===== src/rtl/ulpi_emu_pkg.sv =====
// Shared constants, FSM state type and USB CRC16 helper for the ULPI PHY emulator.
package ulpi_emu_pkg;

  localparam logic [3:0] PidIn    = 4'h9;
  localparam logic [3:0] PidAck   = 4'h2;
  localparam logic [3:0] PidNak   = 4'hA;
  localparam logic [3:0] PidData0 = 4'h3;
  localparam logic [3:0] PidData1 = 4'hB;

  localparam logic [7:0] RxCmdJ    = 8'h01;
  localparam logic [7:0] RxCmdDisc = 8'h20;
  localparam logic [7:0] RxCmdFill = 8'h10;
  localparam logic [7:0] RxCmdEop  = 8'h09;

  typedef enum logic [3:0] {
    StIdle, StTxWait, StTxData, StTaIn, StRxCmd, StFill,
    StRPid, StRData, StRCrc0, StRCrc1, StREop, StTaOut
  } state_e;

  typedef enum logic [1:0] {RspAck, RspIn, RspJ, RspDisc} rsp_e;

  function automatic logic [7:0] pid_byte(input logic [3:0] pid);
    return {~pid, pid};
  endfunction

  // Reflected form of polynomial 0x8005, bits consumed LSB first.
  function automatic logic [15:0] crc16_byte(input logic [15:0] crc, input logic [7:0] b);
    logic [15:0] c;
    c = crc;
    for (int i = 0; i < 8; i++) begin
      if (c[0] ^ b[i]) c = (c >> 1) ^ 16'hA001;
      else             c = c >> 1;
    end
    return c;
  endfunction

endpackage


===== src/rtl/ulpi_phy_emu_if.sv =====
// ULPI bus plus payload/token side-band of the PHY emulator; master = link/bench, slave = PHY.
interface ulpi_phy_emu_if #(
  parameter int unsigned FIFO_DEPTH = 16
);
  logic [7:0]                  link_data_i;
  logic                        stp_i;
  logic                        dir_o;
  logic                        nxt_o;
  logic [7:0]                  data_o;
  logic                        connect_i;
  logic                        disconnect_i;
  logic                        pl_wr_i;
  logic [7:0]                  pl_data_i;
  logic                        pl_full_o;
  logic [$clog2(FIFO_DEPTH):0] pl_level_o;
  logic                        tok_valid_o;
  logic [3:0]                  tok_pid_o;
  logic [7:0]                  tok_len_o;
  logic                        host_ack_o;
  logic                        ovf_o;

  modport master (
    output link_data_i, stp_i, connect_i, disconnect_i, pl_wr_i, pl_data_i,
    input  dir_o, nxt_o, data_o, pl_full_o, pl_level_o, tok_valid_o, tok_pid_o, tok_len_o,
           host_ack_o, ovf_o
  );

  modport slave (
    input  link_data_i, stp_i, connect_i, disconnect_i, pl_wr_i, pl_data_i,
    output dir_o, nxt_o, data_o, pl_full_o, pl_level_o, tok_valid_o, tok_pid_o, tok_len_o,
           host_ack_o, ovf_o
  );
endinterface


===== src/rtl/ulpi_emu_fifo.sv =====
// 8-bit synchronous payload FIFO with occupancy output and sticky overflow flag.
module ulpi_emu_fifo #(
  parameter int unsigned DEPTH = 16
) (
  input  logic                   clk,
  input  logic                   rst,
  input  logic                   wr_en,
  input  logic [7:0]             wr_data,
  input  logic                   rd_en,
  output logic [7:0]             rd_data,
  output logic                   full,
  output logic [$clog2(DEPTH):0] level,
  output logic                   ovf
);
  localparam int unsigned AW = $clog2(DEPTH);

  logic [7:0]    mem [DEPTH];
  logic [AW-1:0] wptr_q, rptr_q;
  logic [AW:0]   level_q;
  logic          ovf_q;
  logic          do_wr, do_rd;

  assign full    = (level_q == (AW + 1)'(DEPTH));
  assign do_wr   = wr_en && !full;
  assign do_rd   = rd_en && (level_q != '0);
  assign rd_data = mem[rptr_q];
  assign level   = level_q;
  assign ovf     = ovf_q;

  always_ff @(posedge clk) begin
    if (do_wr) mem[wptr_q] <= wr_data;
  end

  always_ff @(posedge clk) begin
    if (!rst) begin
      wptr_q  <= '0;
      rptr_q  <= '0;
      level_q <= '0;
      ovf_q   <= 1'b0;
    end else begin
      if (do_wr) wptr_q <= wptr_q + 1'b1;
      if (do_rd) rptr_q <= rptr_q + 1'b1;
      level_q <= level_q + (AW + 1)'(do_wr) - (AW + 1)'(do_rd);
      if (wr_en && full) ovf_q <= 1'b1;
    end
  end
endmodule


===== src/rtl/ulpi_phy_emu.sv =====
// Device-side ULPI PHY emulator: TX CMD handshake, RX CMDs, auto-ACK and IN responses.
// Define ULPI_EMU_CRC16_EN to send the real payload CRC16 instead of FF FF.
module ulpi_phy_emu
  import ulpi_emu_pkg::*;
#(
  parameter int unsigned PAYLOAD_BYTES = 5,
  parameter int unsigned FILL_CYCLES   = 0,
  parameter int unsigned NXT_DELAY     = 1,
  parameter int unsigned FIFO_DEPTH    = 16,
  parameter bit          AUTO_ACK      = 1'b1
) (
  input logic           usb_clk,
  input logic           rst,
  ulpi_phy_emu_if.slave ulpi
);
  state_e     state_q;
  rsp_e       rsp_q;
  logic [3:0] pid_q, tok_pid_q;
  logic [7:0] len_q, tok_len_q, cnt_q, data_q;
  logic       dir_q, nxt_q, tok_valid_q, host_ack_q;
  logic       rsp_pend_q, rsp_dly_q, short_q, toggle_q, in_sent_q;
  logic       conn_pend_q, disc_pend_q;

  logic [7:0]                  fifo_rdata, crc_lo, crc_hi;
  logic [$clog2(FIFO_DEPTH):0] fifo_level;
  logic                        pop, fifo_short;
  logic [3:0]                  rsp_pid;
  logic                        unused_link;

  assign unused_link = ^ulpi.link_data_i[5:4];
  assign fifo_short  = 32'(fifo_level) < PAYLOAD_BYTES;

  always_comb begin
    rsp_pid = PidAck;
    if (rsp_q == RspIn) rsp_pid = fifo_short ? PidNak : (toggle_q ? PidData1 : PidData0);
  end

  // Each pop loads the byte that goes on the bus in the following cycle.
  always_comb begin
    pop = 1'b0;
    if (state_q == StRPid && !short_q) pop = 1'b1;
    if (state_q == StRData && cnt_q != 8'(PAYLOAD_BYTES - 1)) pop = 1'b1;
  end

  ulpi_emu_fifo #(.DEPTH(FIFO_DEPTH)) u_fifo (
    .clk     (usb_clk),
    .rst     (rst),
    .wr_en   (ulpi.pl_wr_i),
    .wr_data (ulpi.pl_data_i),
    .rd_en   (pop),
    .rd_data (fifo_rdata),
    .full    (ulpi.pl_full_o),
    .level   (fifo_level),
    .ovf     (ulpi.ovf_o)
  );

`ifdef ULPI_EMU_CRC16_EN
  logic [15:0] crc_q;
  always_ff @(posedge usb_clk) begin
    if (!rst)                   crc_q <= 16'hFFFF;
    else if (state_q == StTaIn) crc_q <= 16'hFFFF;
    else if (pop)               crc_q <= crc16_byte(crc_q, fifo_rdata);
  end
  assign crc_lo = ~crc_q[7:0];
  assign crc_hi = ~crc_q[15:8];
`else
  assign crc_lo = 8'hFF;
  assign crc_hi = 8'hFF;
`endif

  always_ff @(posedge usb_clk) begin
    if (!rst) begin
      state_q <= StIdle;   rsp_q      <= RspAck;
      pid_q   <= '0;       tok_pid_q  <= '0;    len_q       <= '0;   tok_len_q   <= '0;
      cnt_q   <= '0;       data_q     <= '0;    dir_q       <= 1'b0; nxt_q       <= 1'b0;
      tok_valid_q <= 1'b0; host_ack_q <= 1'b0;  rsp_pend_q  <= 1'b0; rsp_dly_q   <= 1'b0;
      short_q <= 1'b0;     toggle_q   <= 1'b0;  in_sent_q   <= 1'b0;
      conn_pend_q <= 1'b0; disc_pend_q <= 1'b0;
    end else begin
      tok_valid_q <= 1'b0;
      host_ack_q  <= 1'b0;
      case (state_q)
        StIdle: begin
          if (rsp_pend_q) begin
            if (rsp_dly_q) begin
              rsp_dly_q <= 1'b0;
            end else begin
              rsp_pend_q <= 1'b0;
              dir_q      <= 1'b1;
              data_q     <= '0;
              state_q    <= StTaIn;
            end
          end else if (ulpi.link_data_i[7:6] == 2'b01 && !dir_q) begin
            pid_q   <= ulpi.link_data_i[3:0];
            len_q   <= '0;
            cnt_q   <= '0;
            state_q <= StTxWait;
          end else if (conn_pend_q || disc_pend_q) begin
            if (conn_pend_q) conn_pend_q <= 1'b0;
            else             disc_pend_q <= 1'b0;
            rsp_q   <= conn_pend_q ? RspJ : RspDisc;
            dir_q   <= 1'b1;
            data_q  <= '0;
            state_q <= StTaIn;
          end
        end
        StTxWait: begin
          if (cnt_q == 8'(NXT_DELAY - 1)) begin
            nxt_q   <= 1'b1;
            state_q <= StTxData;
          end else begin
            cnt_q <= cnt_q + 8'd1;
          end
        end
        StTxData: begin
          if (ulpi.stp_i) begin
            nxt_q       <= 1'b0;
            tok_valid_q <= 1'b1;
            tok_pid_q   <= pid_q;
            tok_len_q   <= len_q;
            in_sent_q   <= 1'b0;
            state_q     <= StIdle;
            if (pid_q == PidIn) begin
              rsp_pend_q <= 1'b1;
              rsp_dly_q  <= 1'b1;
              rsp_q      <= RspIn;
            end else if ((pid_q == PidData0 || pid_q == PidData1) && AUTO_ACK) begin
              rsp_pend_q <= 1'b1;
              rsp_dly_q  <= 1'b1;
              rsp_q      <= RspAck;
            end else if (pid_q == PidAck && in_sent_q) begin
              host_ack_q <= 1'b1;
              toggle_q   <= ~toggle_q;
            end
          end else if (len_q != 8'hFF) begin
            len_q <= len_q + 8'd1;
          end
        end
        StTaIn: begin
          if (rsp_q == RspJ || rsp_q == RspDisc) begin
            data_q  <= (rsp_q == RspJ) ? RxCmdJ : RxCmdDisc;
            state_q <= StRxCmd;
          end else if (FILL_CYCLES != 0) begin
            data_q  <= RxCmdFill;
            cnt_q   <= '0;
            state_q <= StFill;
          end else begin
            data_q  <= pid_byte(rsp_pid);
            nxt_q   <= 1'b1;
            short_q <= (rsp_pid != PidData0) && (rsp_pid != PidData1);
            state_q <= StRPid;
          end
        end
        StRxCmd: begin
          data_q  <= '0;
          state_q <= StTaOut;
        end
        StFill: begin
          if (cnt_q == 8'(FILL_CYCLES - 1)) begin
            data_q  <= pid_byte(rsp_pid);
            nxt_q   <= 1'b1;
            short_q <= (rsp_pid != PidData0) && (rsp_pid != PidData1);
            state_q <= StRPid;
          end else begin
            cnt_q <= cnt_q + 8'd1;
          end
        end
        StRPid: begin
          if (short_q) begin
            data_q  <= RxCmdEop;
            nxt_q   <= 1'b0;
            state_q <= StREop;
          end else begin
            data_q  <= fifo_rdata;
            cnt_q   <= '0;
            state_q <= StRData;
          end
        end
        StRData: begin
          if (cnt_q == 8'(PAYLOAD_BYTES - 1)) begin
            data_q  <= crc_lo;
            state_q <= StRCrc0;
          end else begin
            data_q <= fifo_rdata;
            cnt_q  <= cnt_q + 8'd1;
          end
        end
        StRCrc0: begin
          data_q  <= crc_hi;
          state_q <= StRCrc1;
        end
        StRCrc1: begin
          data_q  <= RxCmdEop;
          nxt_q   <= 1'b0;
          state_q <= StREop;
        end
        StREop: begin
          data_q  <= '0;
          state_q <= StTaOut;
        end
        StTaOut: begin
          dir_q   <= 1'b0;
          data_q  <= '0;
          state_q <= StIdle;
          if (rsp_q == RspIn && !short_q) in_sent_q <= 1'b1;
        end
        default: state_q <= StIdle;
      endcase
      // Late assignment so a pulse coinciding with a take is not lost.
      if (ulpi.connect_i)    conn_pend_q <= 1'b1;
      if (ulpi.disconnect_i) disc_pend_q <= 1'b1;
    end
  end

  assign ulpi.dir_o       = dir_q;
  assign ulpi.nxt_o       = nxt_q;
  assign ulpi.data_o      = data_q;
  assign ulpi.pl_level_o  = fifo_level;
  assign ulpi.tok_valid_o = tok_valid_q;
  assign ulpi.tok_pid_o   = tok_pid_q;
  assign ulpi.tok_len_o   = tok_len_q;
  assign ulpi.host_ack_o  = host_ack_q;
endmodule


===== src/flat_wrapper.sv =====
// flat-port wrapper written by rule: the top's interface ports become plain ports
module ulpi_phy_emu_flat import ulpi_emu_pkg::*;
#(
  parameter int unsigned PAYLOAD_BYTES = 5,
  parameter int unsigned FILL_CYCLES   = 0,
  parameter int unsigned NXT_DELAY     = 1,
  parameter int unsigned FIFO_DEPTH    = 16,
  parameter bit          AUTO_ACK      = 1'b1
)
  (usb_clk, rst, ulpi_link_data_i, ulpi_stp_i, ulpi_connect_i, ulpi_disconnect_i, ulpi_pl_wr_i, ulpi_pl_data_i, ulpi_dir_o, ulpi_nxt_o, ulpi_data_o, ulpi_pl_full_o, ulpi_pl_level_o, ulpi_tok_valid_o, ulpi_tok_pid_o, ulpi_tok_len_o, ulpi_host_ack_o, ulpi_ovf_o);
  ulpi_phy_emu_if #(.FIFO_DEPTH(FIFO_DEPTH)) ulpi_i ();
  input logic usb_clk;
  input logic rst;
  input wire logic [$bits(ulpi_i.link_data_i)-1:0] ulpi_link_data_i;
  input wire logic [$bits(ulpi_i.stp_i)-1:0] ulpi_stp_i;
  input wire logic [$bits(ulpi_i.connect_i)-1:0] ulpi_connect_i;
  input wire logic [$bits(ulpi_i.disconnect_i)-1:0] ulpi_disconnect_i;
  input wire logic [$bits(ulpi_i.pl_wr_i)-1:0] ulpi_pl_wr_i;
  input wire logic [$bits(ulpi_i.pl_data_i)-1:0] ulpi_pl_data_i;
  output wire logic [$bits(ulpi_i.dir_o)-1:0] ulpi_dir_o;
  output wire logic [$bits(ulpi_i.nxt_o)-1:0] ulpi_nxt_o;
  output wire logic [$bits(ulpi_i.data_o)-1:0] ulpi_data_o;
  output wire logic [$bits(ulpi_i.pl_full_o)-1:0] ulpi_pl_full_o;
  output wire logic [$bits(ulpi_i.pl_level_o)-1:0] ulpi_pl_level_o;
  output wire logic [$bits(ulpi_i.tok_valid_o)-1:0] ulpi_tok_valid_o;
  output wire logic [$bits(ulpi_i.tok_pid_o)-1:0] ulpi_tok_pid_o;
  output wire logic [$bits(ulpi_i.tok_len_o)-1:0] ulpi_tok_len_o;
  output wire logic [$bits(ulpi_i.host_ack_o)-1:0] ulpi_host_ack_o;
  output wire logic [$bits(ulpi_i.ovf_o)-1:0] ulpi_ovf_o;
  assign ulpi_i.link_data_i = ulpi_link_data_i;
  assign ulpi_i.stp_i = ulpi_stp_i;
  assign ulpi_i.connect_i = ulpi_connect_i;
  assign ulpi_i.disconnect_i = ulpi_disconnect_i;
  assign ulpi_i.pl_wr_i = ulpi_pl_wr_i;
  assign ulpi_i.pl_data_i = ulpi_pl_data_i;
  assign ulpi_dir_o = ulpi_i.dir_o;
  assign ulpi_nxt_o = ulpi_i.nxt_o;
  assign ulpi_data_o = ulpi_i.data_o;
  assign ulpi_pl_full_o = ulpi_i.pl_full_o;
  assign ulpi_pl_level_o = ulpi_i.pl_level_o;
  assign ulpi_tok_valid_o = ulpi_i.tok_valid_o;
  assign ulpi_tok_pid_o = ulpi_i.tok_pid_o;
  assign ulpi_tok_len_o = ulpi_i.tok_len_o;
  assign ulpi_host_ack_o = ulpi_i.host_ack_o;
  assign ulpi_ovf_o = ulpi_i.ovf_o;
  ulpi_phy_emu #(.PAYLOAD_BYTES(PAYLOAD_BYTES), .FILL_CYCLES(FILL_CYCLES), .NXT_DELAY(NXT_DELAY), .FIFO_DEPTH(FIFO_DEPTH), .AUTO_ACK(AUTO_ACK)) u_core (.usb_clk(usb_clk), .rst(rst), .ulpi(ulpi_i));
endmodule

===== config.mk =====
export PLATFORM = sky130hd
export DESIGN_NAME = ulpi_phy_emu_flat
export DESIGN_NICKNAME = d
export VERILOG_FILES = /design/src/rtl/ulpi_emu_pkg.sv /design/src/rtl/ulpi_phy_emu_if.sv /design/src/rtl/ulpi_emu_fifo.sv /design/src/rtl/ulpi_phy_emu.sv /design/src/flat_wrapper.sv
export SDC_FILE = /design/constraint.sdc
export NUM_CORES = 1
export LEC_CHECK = 0
export ABC_CLOCK_PERIOD_IN_PS = 2570
export BUFFER_PORTS_ARGS = -buffer_cell sky130_fd_sc_hd__buf_4
export CAP_MARGIN = 20
export CORE_ASPECT_RATIO = 1.75
export CORE_MARGIN = 4
export CORE_UTILIZATION = 52
export DETAILED_ROUTE_END_ITERATION = 7
export GPL_ROUTABILITY_DRIVEN = 0
export PLACE_DENSITY = 0.72
export SLEW_MARGIN = 20
export SYNTH_ARGS = -nofsm -noshare
export SYNTH_HDL_FRONTEND = slang
export SYNTH_SLANG_ARGS = --single-unit

===== constraint.sdc =====
create_clock -name usb_clk -period 2.57 [get_ports usb_clk]
set_clock_uncertainty 0.15 [all_clocks]
set_input_delay 0.514 -clock usb_clk [delete_from_list [all_inputs] [get_ports usb_clk]]
set_output_delay 0.514 -clock usb_clk [all_outputs]
set_load 0.05 [all_outputs]

After elaboration in Yosys (flattened, before gate mapping). Memories as Yosys holds them, arrays and structs flattened. A register that Yosys moved wholly into a read port is not among the register bits. Index checks and enable logic that the tools add are counted.

Bits in registers: 71. RAM bits: 128. Input bits: 22. Word-level logic and storage cells: 227. Memories kept: 1.

$add $sub $neg: 6. $lt $le $gt $ge: 1. Eq/ne operators: 54. Multiplexer cells: 85. Bitwise logic cells: 8. Reductions and logical operators: 49.

Memories: u_core.u_fifo.mem (depth 16, width 8, read ports 1, clocked after Yosys merged registers in 1, wr ports 1, line ulpi_emu_fifo.sv:17) `logic [7:0] mem [DEPTH];`.

Operators with widths (number): $mux 8 (16); $pmux 8 s8 (1); $mux 4 (14); $pmux 4 s10 (1); $pmux 8 s5 (1); $mux 1 (36); $ne 2x2->1 const B (15); $eq 4x4->1 const B (6); $reduce_and 5->1 (4); $reduce_and 6->1 (3); $add 8x1->8 const B (2); $eq 4x2->1 const B (4); $eq 4x3->1 const B (4); $ne 2x1->1 const B (8); $pmux 8 s2 (1); $reduce_bool 2->1 (8); $mux 2 (7); $reduce_and 3->1 (4); $reduce_and 4->1 (3); $pmux 1 s2 (5); $reduce_bool 5->1 (2); $logic_and 1x1->1 (9); $add 4x1->4 const B (2); $eq 8x3->1 const B (1); 32 further kinds (46).

Longest topological paths before layout. Gate-level depths: netlist (run 1).

Depth after elaboration: 7. Depth in mapped cells: 14. Mapped depth without buffers: 14.

Cells and area by module. From an unflattened synthesis (run 1), not the netlist that was laid out.

Cells, all modules: 703. Area, all modules: 8871.0 um^2.

By module, submodules not included: ulpi_emu_fifo (instances 1, cells each 312, area an instance 5790.6 um^2, seq. area each 4204.0 um^2); ulpi_phy_emu (instances 1, cells each 391, area an instance 3080.5 um^2, seq. area each 1141.1 um^2).

Worst setup path before layout (run 1). Ideal clock, no wire load.

Kind: reg2reg. Start point: reg u_core.u_fifo.level_q[3] (netlist: u_core.u_fifo.level[3]). End point: reg u_core.u_fifo.level_q[4] (netlist: u_core.u_fifo.level[4]). Data arrival time: 4.118 ns. Required time: 2.350 ns. Path slack: -1.768 ns. Stages on the path, launching flop included: 15. Buffers on the path: 1. Clock period less this slack: 4.338 ns. Cells stage by stage: dfxtp_1 > inv_1 > ha_1 > nor4bb_1 > nor2b_1 > clkbuf_1 > xor2_1 > ha_1 > inv_1 > fa_1 > inv_1 > a21oi_1 > nor2_1 > or3_1 > a21oi_1.

Word-level cells in the longest chain between the ends: 5. Elaborated cells on any way between the ends: 7. Those cells by class: 2 x add/sub; 1 x eq/ne; 4 x reduce/logical.

Ends and longest elaborated chain: start, declared (line ulpi_emu_fifo.sv:19) `logic [AW:0] level_q;`; start signal, assigned (line ulpi_emu_fifo.sv:43) `level_q <= level_q + (AW + 1)'(do_wr) - (AW + 1)'(do_rd);`; $eq 5x5->1 (line ulpi_emu_fifo.sv:23) `assign full = (level_q == (AW + 1)'(DEPTH));`; named net ulpi_pl_full_o (line flat_wrapper.sv:23) `output wire logic [$bits(ulpi_i.pl_full_o)-1:0] ulpi_pl_full_o;`; $logic_not 1->1 (line ulpi_emu_fifo.sv:24) `assign do_wr = wr_en && !full;`; $logic_and 1x1->1 (line ulpi_emu_fifo.sv:24); $add 5x1->5 (line ulpi_emu_fifo.sv:43); $sub 5x1->5 (line ulpi_emu_fifo.sv:43).

The timed path passes the listed nets, and every way through them passes these cells. A chain may end at the register's enable or synchronous reset.

Worst setup path in the final report (run 1).
Start point: reg u_core.cnt_q[3]. End point: reg u_core.u_fifo.level_q[4] (netlist: u_core.u_fifo.level[4]).

Word-level cells in the longest chain between the ends: 5.

Ends and longest elaborated chain: start, declared (line ulpi_phy_emu.sv:19) `logic [7:0] len_q, tok_len_q, cnt_q, data_q;`; start signal, assigned (line ulpi_phy_emu.sv:112) `cnt_q <= cnt_q + 8'd1;`; start signal, assigned (line ulpi_phy_emu.sv:165) `cnt_q <= cnt_q + 8'd1;`; start signal, assigned (line ulpi_phy_emu.sv:185) `cnt_q <= cnt_q + 8'd1;`; $ne 8x3->1 (line ulpi_phy_emu.sv:42) `if (state_q == StRData && cnt_q != 8'(PAYLOAD_BYTES - 1)) pop = 1'b1;`; $logic_and 1x1->1 (line ulpi_phy_emu.sv:42); $mux 1 (line ulpi_phy_emu.sv:42); $logic_and 1x1->1 (line ulpi_emu_fifo.sv:25) `assign do_rd = rd_en && (level_q != '0);`; $sub 5x1->5 (line ulpi_emu_fifo.sv:43).

Every way passes these cells.

==> results.py, run 1 <==
metrics = {
    "cts": {
        "clock_latency_ns": 0.50,
        "numCtsBuffers": 20,
        "cts_root_buf": "clkbuf_16",
        "clk_pin_slew_worst_paths_ns": 0.07,
        "clock-sinks": 203,
        "cts.path.max_buffers": 3,
        "htreeDepth": 1,
        "cts_tree": "built",
    },
    "power": {
        "fin_total_pwr_mw": 8.60,
        "pwr_density_cell_mw_per_mm2": 813,
        "p_leak_nw": 3.68,
        "ir_drop_v": 0.000704,
    },
    "final_layout": {
        "diodes": 0,
        "finalInstanceArea_sq_mm": 0.0106,
        "area_growth_syn_to_layout_pct": 17.1,
        "layout_common_cells": "128 x edfxtp_1, 102 x buf_4, 68 x dfxtp_1, 63 x nand2_1, 48 x nor2_1",
        "drive_gt1_share_pct": 26.7,
        "nNetsFinal": 830,
        "layout_commonest_cell": "edfxtp_1",
    },
    "grt": {
        "gr-usage-met3_pct": 2.73,
        "use_met2_pct": 42.5,
        "grt_use_met1_pct": 23.6,
        "busiest_layer": "met2",
        "grt_max_degree": 27,
        "grt_use_total_pct": 21.9,
        "grt_pass1_vias": 6289,
        "antenna_found_initial": 0,
        "grt_overflow_total": 0,
        "grt_pass1_wl_mm": 33.5,
    },
    "timing": {
        "relSlewSlack_pct": 40.2,
        "timing.final.crit_share_pct": 105,
        "report.final.slew_viol_count": 0,
        "finalSetupViolCount": 2,
        "period_minus_slack_ns": 2.69,
        "hold_viol_final": 0,
        "tightest_slew_ns": 0.894,
        "setup_ws_ns": -0.118,
        "fmax_mhz": 372,
        "rsz0062_at_grt": "yes",
    },
    "routing": {
        "dr_total_vias": 6022,
        "viasPerCell": 5.85,
        "routed_wl_mm": 21.0,
        "first_pass_iters": 5,
        "wire_per_inst_um": 20.4,
        "drc_errors": 0,
        "drtIter0Drc": 348,
        "ant_nets": 0,
    },
    "yosys": {
        "yosys.area.top_type": "edfxtp_1",
        "ys_async_sr_fraction_pct": 0,
        "synth_area_leaders": "edfxtp_1 43%, dfxtp_1 17%, mux4_2 6.5%",
        "syn_area_sq_mm": 0.00902,
        "ys_warn_count": 0,
        "synth_ff_type": "edfxtp_1",
        "synth_area_per_cell_sq_um": 12.9,
        "yosysTopAreaCellShare_pct": 42.6,
        "syn_inst": 702,
        "ys_types": 88,
        "synth_edf_count": 128,
        "yosysSeqAreaShare_pct": 59.2,
        "synth_nets": 742,
        "ys_ff_latch": 203,
    },
    "worst_hold_path": {
        "hp-class": "input port to register",
    },
    "die": {
        "fp.dieW_um": 108,
        "num_rows": 63,
        "die-area_sq_mm": 0.0196,
        "ios": 53,
        "core_area_sq_mm": 0.0170,
        "start_util_pct": 53.0,
        "die_h_um": 182,
    },
    "placement": {
        "dpl.hpwl_mm": 14.9,
        "portBuffers": 50,
        "placed_cell_area_sq_mm": 0.00993,
    },
    "status": {
        "violations": "setup timing",
        "status": "finished, violations left",
    },
    "worst_setup_path": {
        "max_stage_delay_ns": 0.56,
        "crit_path_cell_trace": "or4_4 -> o211ai_4 -> a32oi_2 -> xor2_1 -> ha_2 -> inv_2 -> fa_2 -> inv_1 -> a21oi_2 -> nor2_1 -> or3_1 -> a21oi_1",
        "cp-start-kind": "register",
        "endpoint_kind": "register",
        "cpMaxStageDelayCell": "or4_4",
        "crit_path_max_fanout": 2,
        "critPathArrivalTime_ns": 2.95,
        "critPathKind": "register to register",
        "worstPathRequired_ns": 2.84,
    },
    "run": {
        "max-cap-violations": 0,
    },
}
-- path summary, 6_finish.rpt --
kind,start,end,slack [ns],depth (start not counted)
setup reg to reg,u_core.cnt_q[3],u_core.u_fifo.level[4],-0.12,12
hold / removal,ulpi_connect_i,u_core.conn_pend_q,0.10,3
hold reg to reg,u_core.ulpi.tok_len_o[6],u_core.ulpi.tok_len_o[6],0.31,2
setup / recovery,u_core.cnt_q[3],u_core.u_fifo.level[4],-0.12,12
-- per-layer routing --
layer | wire length, um | up-vias | part of all wire (%)
met2 | 12100 | 163 | 57
met3 | 813 | 42 | 3.9
li1 | - | 2824 | -
met4 | 708 | 0 | 3.4
met5 | 0 | - | 0
met1 | 7420 | 2993 | 35
-- synth_stat cells, drive strengths merged, types with 6 or more instances --
| cell type | count |
|---|---|
| xor2 | 10 |
| a31oi | 8 |
| nor3 | 15 |
| inv | 22 |
| nor2 | 51 |
| o2111ai | 6 |
| o22ai | 7 |
| a21oi | 42 |
| nor2b | 9 |
| buf | 18 |
| a211oi | 8 |
| ha | 17 |
| a211o | 6 |
| mux2i | 21 |
| nor4 | 7 |
| nand4 | 7 |
| mux4 | 26 |
| nand3 | 9 |
| edfxtp | 128 |
| nand2b | 12 |
| o21ai | 25 |
| nand2 | 63 |
| clkbuf | 19 |
| dfxtp | 75 |
-- flip-flops by register name, summed over array words and instances (netlist names), 2 cells and up, named ones only --
signal / cells
u_core.u_fifo.wptr_q: 4
u_core.state_q: 4
u_core.u_fifo.rptr_q: 4
u_core.cnt_q: 8
u_core.u_fifo.mem: 128
u_core.ulpi.tok_pid_o: 4
u_core.ulpi.data_o: 8
u_core.len_q: 8
u_core.u_fifo.level: 5
u_core.rsp_q: 2
u_core.pid_q: 4
u_core.ulpi.tok_len_o: 8
-- worst max-delay path: cells and delay by family (launching register included) --
family	cells	cell delay, ns
flops	1	0.32
buf+inv	2	0.10
xor+xnor	1	0.16
compound gates	4	0.59
fa+ha+maj	2	0.37
simple gates	3	0.91
-- power breakdown --
| part | switching (mW) | internal [mW] |
|---|---|---|
| Combinational | 1.27 | 0.814 |
| Clock | 1.21 | 1.50 |
| Sequential | 0.156 | 3.64 |
-- cell families (layout without fill, tap and decap cells) --
logic type / count (synthesis) / after routing / share of synthesized area [%]
AOI/OAI and AO/OA: 141 / 141 / 11.2
buffers and inverters: 60 / 161 / 3.33
adders and majority gates: 18 / 18 / 2.58
DFF: 203 / 203 / 59.2
xor gates and xnor gates: 14 / 14 / 1.36
and+or+nand+nor: 215 / 215 / 12.9
muxes: 51 / 51 / 9.32
-- area by class of cell --
type / count / area [sq um]
Clock inverter: 12 / 75.1
Multi-Input combinational cell: 439 / 3420
Tap cell: 227 / 284
Timing Repair Buffer: 104 / 806
Sequential cell: 203 / 5360
Inverter: 22 / 87.6
Fill cell: 1344 / 6460
Clock buffer: 23 / 533
-- timing repair --
item / CTS / global route
buffers inserted: 0 / 2
pin swaps: 4 / 4
gates resized for setup: 2 / 1
setup endpoints to repair: 3 / 3
hold buffers: 0 / 0
-- per-stage QoR --
| step | setup TNS (ns) | hold slack (ns) | setup slack, ns | instances | utilization (%) |
|---|---|---|---|---|---|
| floorplan | -0.894 | 0.296 | -0.389 | 702 | - |
| global placement | -0.151 | 0.295 | -0.146 | 993 | 58.3 |
| detailed placement | -0.176 | 0.300 | -0.132 | 993 | 58.3 |
| CTS | -0.109 | 0.0869 | -0.0893 | 1028 | 62.0 |
| global route | -0.421 | 0.118 | -0.213 | 1030 | 62.1 |
| finish | -0.150 | 0.102 | -0.118 | 1030 | 62.1 |
No activity file was read; power rests on OpenSTA's default activity.
==> run 2, diff against run 1 <==
Settings changed: ABC_CLOCK_PERIOD_IN_PS 2570 to 3400, PLACE_DENSITY 0.72 to 0.7.
Clock period 2.57 ns to 3.4 ns, I/O delays scaled along.
==> run 2 against run 1 <==
The run now ends clean. Sequential share of layout area increased by 0.97 points. Critical path depth unchanged. Worst hold slack gained 0.17 ns. Non-clock buffer count down 22. Flip-flop and latch count is the same. Cell count down 2.3%. Die area unchanged. Core utilization is 1.3 points lower. Global-route usage decreased by 0.66 points. Combinational power fell by 27%. Register-to-register slack better by 0.32 ns. Largest power group unchanged.
==> results.py, run 2 (synthesized netlist as in run 1, its figures left out) <==
metrics = {
    "timing": {
        "hold_viol_final": 0,
        "rsz0062_at_grt": "no",
        "report.final.slew_viol_count": 0,
        "timing.final.crit_share_pct": 93.9,
        "fmax_mhz": 313,
        "setup_tns_ns": 0,
        "relSlewSlack_pct": 38.5,
        "tightest_slew_ns": 0.918,
        "period_minus_slack_ns": 3.19,
        "finalSetupViolCount": 0,
    },
    "worst_setup_path": {
        "cp-start-kind": "register",
        "crit_path_max_fanout": 7,
        "endpoint_kind": "register",
        "reg2regPathDepth": 12,
        "worstPathRequired_ns": 3.66,
        "critPathArrivalTime_ns": 3.45,
        "critPathKind": "register to register",
    },
    "cts": {
        "clock_latency_ns": 0.48,
        "cts_hold_buffers": 0,
        "cts_root_buf": "clkbuf_16",
        "htreeDepth": 1,
        "cts_tree": "built",
        "cts_resized": 0,
        "cts.path.max_buffers": 3,
        "post_cts_buffers": 0,
        "clk_pin_slew_worst_paths_ns": 0.07,
        "clock-sinks": 203,
        "numCtsBuffers": 19,
    },
    "final_layout": {
        "layout_common_cells": "128 x edfxtp_1, 82 x buf_4, 74 x dfxtp_1, 63 x nand2_1, 48 x nor2_1",
        "diodes": 0,
        "layout_commonest_cell": "edfxtp_1",
        "largest_register_ffs": 128,
        "area_growth_syn_to_layout_pct": 14.6,
        "fin_cells": 1006,
        "filler_cell_count": 1360,
        "drive_gt1_share_pct": 22.5,
        "nNetsFinal": 807,
        "top_register": "u_core.u_fifo.mem",
    },
    "grt": {
        "grt_overflow_total": 0,
        "grt_pass1_vias": 6028,
        "antenna_found_initial": 0,
        "grt_max_degree": 41,
        "grt_pass1_wl_mm": 32.7,
        "grt_use_total_pct": 21.3,
    },
    "routing": {
        "wire_per_inst_um": 20.2,
        "viasPerCell": 5.93,
        "drc_errors": 0,
        "first_pass_iters": 5,
        "drtIter0Drc": 332,
        "routed_wl_mm": 20.4,
        "dr_total_vias": 5967,
        "ant_nets": 0,
    },
    "power": {
        "ir_drop_v": 0.000427,
        "p_leak_nw": 3.57,
        "fin_total_pwr_mw": 6.51,
        "pwr_density_cell_mw_per_mm2": 629,
    },
    "die": {
        "core_area_sq_mm": 0.0170,
        "num_rows": 63,
        "start_util_pct": 53.0,
        "die_h_um": 182,
        "fp.dieW_um": 108,
        "die-area_sq_mm": 0.0196,
        "ios": 53,
    },
    "run": {
        "max-cap-violations": 0,
    },
    "placement": {
        "portBuffers": 50,
        "dp_cells": 973,
        "dpl.hpwl_mm": 14.6,
    },
    "worst_hold_path": {
        "whs_path_depth": 3,
        "hp-class": "input port to register",
    },
    "status": {
        "status": "finished clean",
    },
}
==> run 2: cell types whose count changed in the layout (fill, tap and decap cells not counted), moves of 3 or more <==
cell,delta
buf_4,-20
dfxtp_2,-3
dfxtp_1,+6
dfxtp_4,-3
bufinv_16,+3
inv_1,+3
==> run 2: area by class of cell <==
type / instances / area [sq um] / share of cell area, %
Sequential cell: 203 / 5350 / 51.7
Clock buffer: 21 / 483 / 4.67
Multi-Input combinational cell: 439 / 3390 / 32.8
Clock inverter: 12 / 139 / 1.34
Inverter: 22 / 82.6 / 0.798
Timing Repair Buffer: 82 / 616 / 5.95
Tap cell: 227 / 284 / 2.75
==> run 2: routing by layer <==
metal | GRT usage, % | up-vias | part of all wire (%) | wire (um)
met5 | 0 | - | 0 | 0
li1 | - | 2776 | - | -
met2 | 41.7 | 195 | 58 | 11700
met1 | 22.4 | 2949 | 34 | 6980
met4 | 7.79 | 0 | 3.5 | 721
met3 | 2.90 | 47 | 4.6 | 939
==> run 2: path summary, 6_finish.rpt <==
kind | startpoint | endpoint | slack, ns
max | u_core.cnt_q[3] | u_core.u_fifo.level[4] | 0.21
min | ulpi_connect_i | u_core.conn_pend_q | 0.27
max reg2reg | u_core.cnt_q[3] | u_core.u_fifo.level[4] | 0.21
min reg2reg | u_core.ulpi.tok_len_o[1] | u_core.ulpi.tok_len_o[1] | 0.30
==> run 2: worst max-delay path, stage by stage (launching register included) <==
cell and delay, ns:
dfxtp_1 0.36, or4_4 0.59, o211ai_2 0.40, a32oi_2 0.22, xor2_1 0.21, ha_1 0.22
inv_1 0.07, fa_1 0.20, inv_1 0.05, a21oi_1 0.14, nor2_1 0.06, or3_1 0.31
a21oi_1 0.14
==> run 2: power breakdown <==
group	total [mW]	internal, mW	switching [mW]
Clock	2.15	1.26	0.889
Combinational	1.51	0.558	0.949
Sequential	2.86	2.74	0.111
Total	6.51	4.56	1.95
==> run 2: per-stage QoR <==
step	hold slack, ns	setup WS [ns]	area (sq um)	utilization [%]
after detailed placement	0.297	0.270	9720	57.1
final	0.271	0.206	10300	60.7
after global routing	0.278	0.00594	10300	60.7
after global placement	0.294	0.313	9720	57.1
after CTS	0.263	0.236	10300	60.7
after floorplan	0.296	0.0489	9040	-
==> run 3, diff against run 2 <==
Settings changed: ABC_CLOCK_PERIOD_IN_PS 3400 to 3500, CORE_ASPECT_RATIO 1.75 to default.
Clock period 3.4 ns to 3.5 ns, I/O delays scaled along.
==> run 3 against run 2 <==
Clock power is essentially flat. Sequential power is 3% lower. Combinational power decreased by 4%. Cell count shrank 0.40%. Critical path type unchanged. Largest cell class unchanged.
==> results.py, run 3 (synthesized netlist as in run 1, its figures left out) <==
metrics = {
    "worst_hold_path": {
        "worstHoldStart": "ulpi_connect_i",
        "hp-class": "input port to register",
        "whs_path_depth": 3,
        "hold_end": "u_core.conn_pend_q",
    },
    "power": {
        "pwr_density_cell_mw_per_mm2": 614,
        "power.share.sequential_pct": 43.6,
        "switchingPower_mw": 1.91,
        "clkPwrFrac_pct": 33.7,
        "comb_power_share_pct": 22.7,
        "p_sw_share_pct": 30.0,
        "p_leak_nw": 3.59,
        "ir_drop_v": 0.000467,
        "p_int_mw": 4.46,
    },
    "final_layout": {
        "fin_cells": 1002,
        "layout_common_cells": "128 x edfxtp_1, 79 x buf_4, 74 x dfxtp_1, 63 x nand2_1, 48 x nor2_1",
        "nNetsFinal": 807,
        "diodes": 0,
        "drive_gt1_share_pct": 22.5,
        "top_register": "u_core.u_fifo.mem",
        "layout_commonest_cell": "edfxtp_1",
        "largest_register_ffs": 128,
        "area_growth_syn_to_layout_pct": 14.9,
    },
    "cts": {
        "cts_root_buf": "clkbuf_16",
        "clock_latency_ns": 0.50,
        "clk_pin_slew_worst_paths_ns": 0.06,
        "post_cts_buffers": 0,
        "clock-sinks": 203,
        "htreeDepth": 1,
        "cts_resized": 0,
        "cts_tree": "built",
        "numCtsBuffers": 22,
        "cts_hold_buffers": 0,
        "cts.path.max_buffers": 3,
    },
    "timing": {
        "relSlewSlack_pct": 28.5,
        "period_minus_slack_ns": 3.12,
        "hold_viol_final": 0,
        "report.final.slew_viol_count": 0,
        "fmax_mhz": 320,
        "rsz0062_at_grt": "no",
        "tightest_slew_ns": 1.07,
        "setup_tns_ns": 0,
        "finalSetupViolCount": 0,
        "timing.final.crit_share_pct": 89.2,
    },
    "routing": {
        "first_pass_iters": 6,
        "ant_nets": 0,
        "drtIter0Drc": 743,
        "routed_wl_mm": 20.0,
        "drc_errors": 0,
        "wire_per_inst_um": 20.0,
        "viasPerCell": 5.94,
        "dr_total_vias": 5956,
    },
    "worst_setup_path": {
        "critical-path-top-delay-family": "simple AND/OR/NAND/NOR gates",
        "rrSetupSlack_ns": 0.38,
        "reg2regPathDepth": 12,
        "startpoint": "u_core.cnt_q[3]",
        "max_stage_delay_ns": 0.60,
        "worstPathRequired_ns": 3.77,
        "endpoint_kind": "register",
        "cp-start-kind": "register",
        "critPathKind": "register to register",
        "crit_path_max_fanout": 7,
        "rr_endpoint": "u_core.u_fifo.level[4]",
        "cpMaxStageDelayCell": "or4_4",
        "path_buf_inv": 2,
        "critPathArrivalTime_ns": 3.39,
        "worstReg2RegStart": "u_core.cnt_q[3]",
        "crit_path_cell_trace": "or4_4 -> o211ai_2 -> a32oi_2 -> xor2_1 -> ha_1 -> inv_1 -> fa_1 -> inv_1 -> a21oi_1 -> nor2_1 -> or3_1 -> a21oi_1",
    },
    "die": {
        "die_h_um": 140,
        "start_util_pct": 53.6,
        "num_rows": 47,
        "ios": 53,
        "die-area_sq_mm": 0.0195,
        "fp.dieW_um": 140,
        "core_area_sq_mm": 0.0168,
    },
    "grt": {
        "grt_max_degree": 44,
        "antenna_found_initial": 0,
        "grt_use_total_pct": 20.2,
        "grt_pass1_wl_mm": 31.8,
        "grt_pass1_vias": 5875,
        "grt_overflow_total": 0,
    },
    "placement": {
        "dp_cells": 963,
        "portBuffers": 50,
        "dpl.hpwl_mm": 13.5,
    },
    "run": {
        "max-cap-violations": 0,
    },
    "status": {
        "status": "finished clean",
    },
}
run 3: cell count changes in the layout (fill, tap and decap cells not counted):
| cell | delta |
|---|---|
| clkinv_8 | +1 |
| clkbuf_16 | +3 |
| clkinv_1 | -1 |
| inv_6 | -1 |
| clkinv_2 | +3 |
| clkbuf_1 | +3 |
| bufinv_16 | -2 |
| clkbuf_8 | +1 |
| buf_4 | -3 |
| clkinvlp_4 | -1 |
run 3: routing by layer:
metal / global-route usage (%) / vias to the layer above / part of all wire, %
met2: 35.7 / 189 / 52
li1: - / 2791 / -
met4: 4.08 / 0 / 1.9
met5: 0 / - / 0
met1: 26.5 / 2940 / 41
met3: 3.22 / 36 / 5.2
run 3: how the worst max path moves through the flow:
stage                                  end  cells past startpoint
detailed placement  u_core.u_fifo.level[4]                     12
global placement    u_core.u_fifo.level[4]                     12
floorplan           u_core.u_fifo.level[4]                     14
global route        u_core.u_fifo.level[4]                     12
CTS                 u_core.u_fifo.level[4]                     12
finish              u_core.u_fifo.level[4]                     12
run 3: per-stage QoR:
stage | cell area (sq um) | util (%) | power [mW] | hold slack [ns] | setup slack (ns)
after floorplan | 9040 | - | 3.90 | 0.296 | 0.149
after global placement | 9690 | 57.6 | 4.21 | 0.294 | 0.460
after detailed placement | 9690 | 57.6 | 4.25 | 0.300 | 0.412
after CTS | 10400 | 61.6 | 6.40 | 0.273 | 0.392
after global routing | 10400 | 61.6 | 6.66 | 0.293 | 0.212
final | 10400 | 61.6 | 6.37 | 0.283 | 0.379
run 3: area by class of cell:
cell class,instances,area [sq um]
Tap cell,220,275
Fill cell,1300,6460
Clock inverter,11,90.1
Timing Repair Buffer,79,593
Clock buffer,28,583
Multi-Input combinational cell,439,3390
Inverter,22,82.6
Sequential cell,203,5350
run 3: worst register-to-register path, cell delays in order, from the launching register on:
cell and delay (ns):
dfxtp_1 0.35, or4_4 0.60, o211ai_2 0.36, a32oi_2 0.21, xor2_1 0.21, ha_1 0.22, inv_1 0.07, fa_1 0.20
inv_1 0.05, a21oi_1 0.12, nor2_1 0.06, or3_1 0.30, a21oi_1 0.15
run 3: power by group through the flow:
stage / sequential (mW) / clock [mW] / combinational (mW)
after detailed placement: 2.82 / 0 / 1.43
after global placement: 2.81 / 0 / 1.40
final: 2.78 / 2.14 / 1.45
after CTS: 2.77 / 2.19 / 1.44
after global routing: 2.79 / 2.29 / 1.57
after floorplan: 2.92 / 0 / 0.982
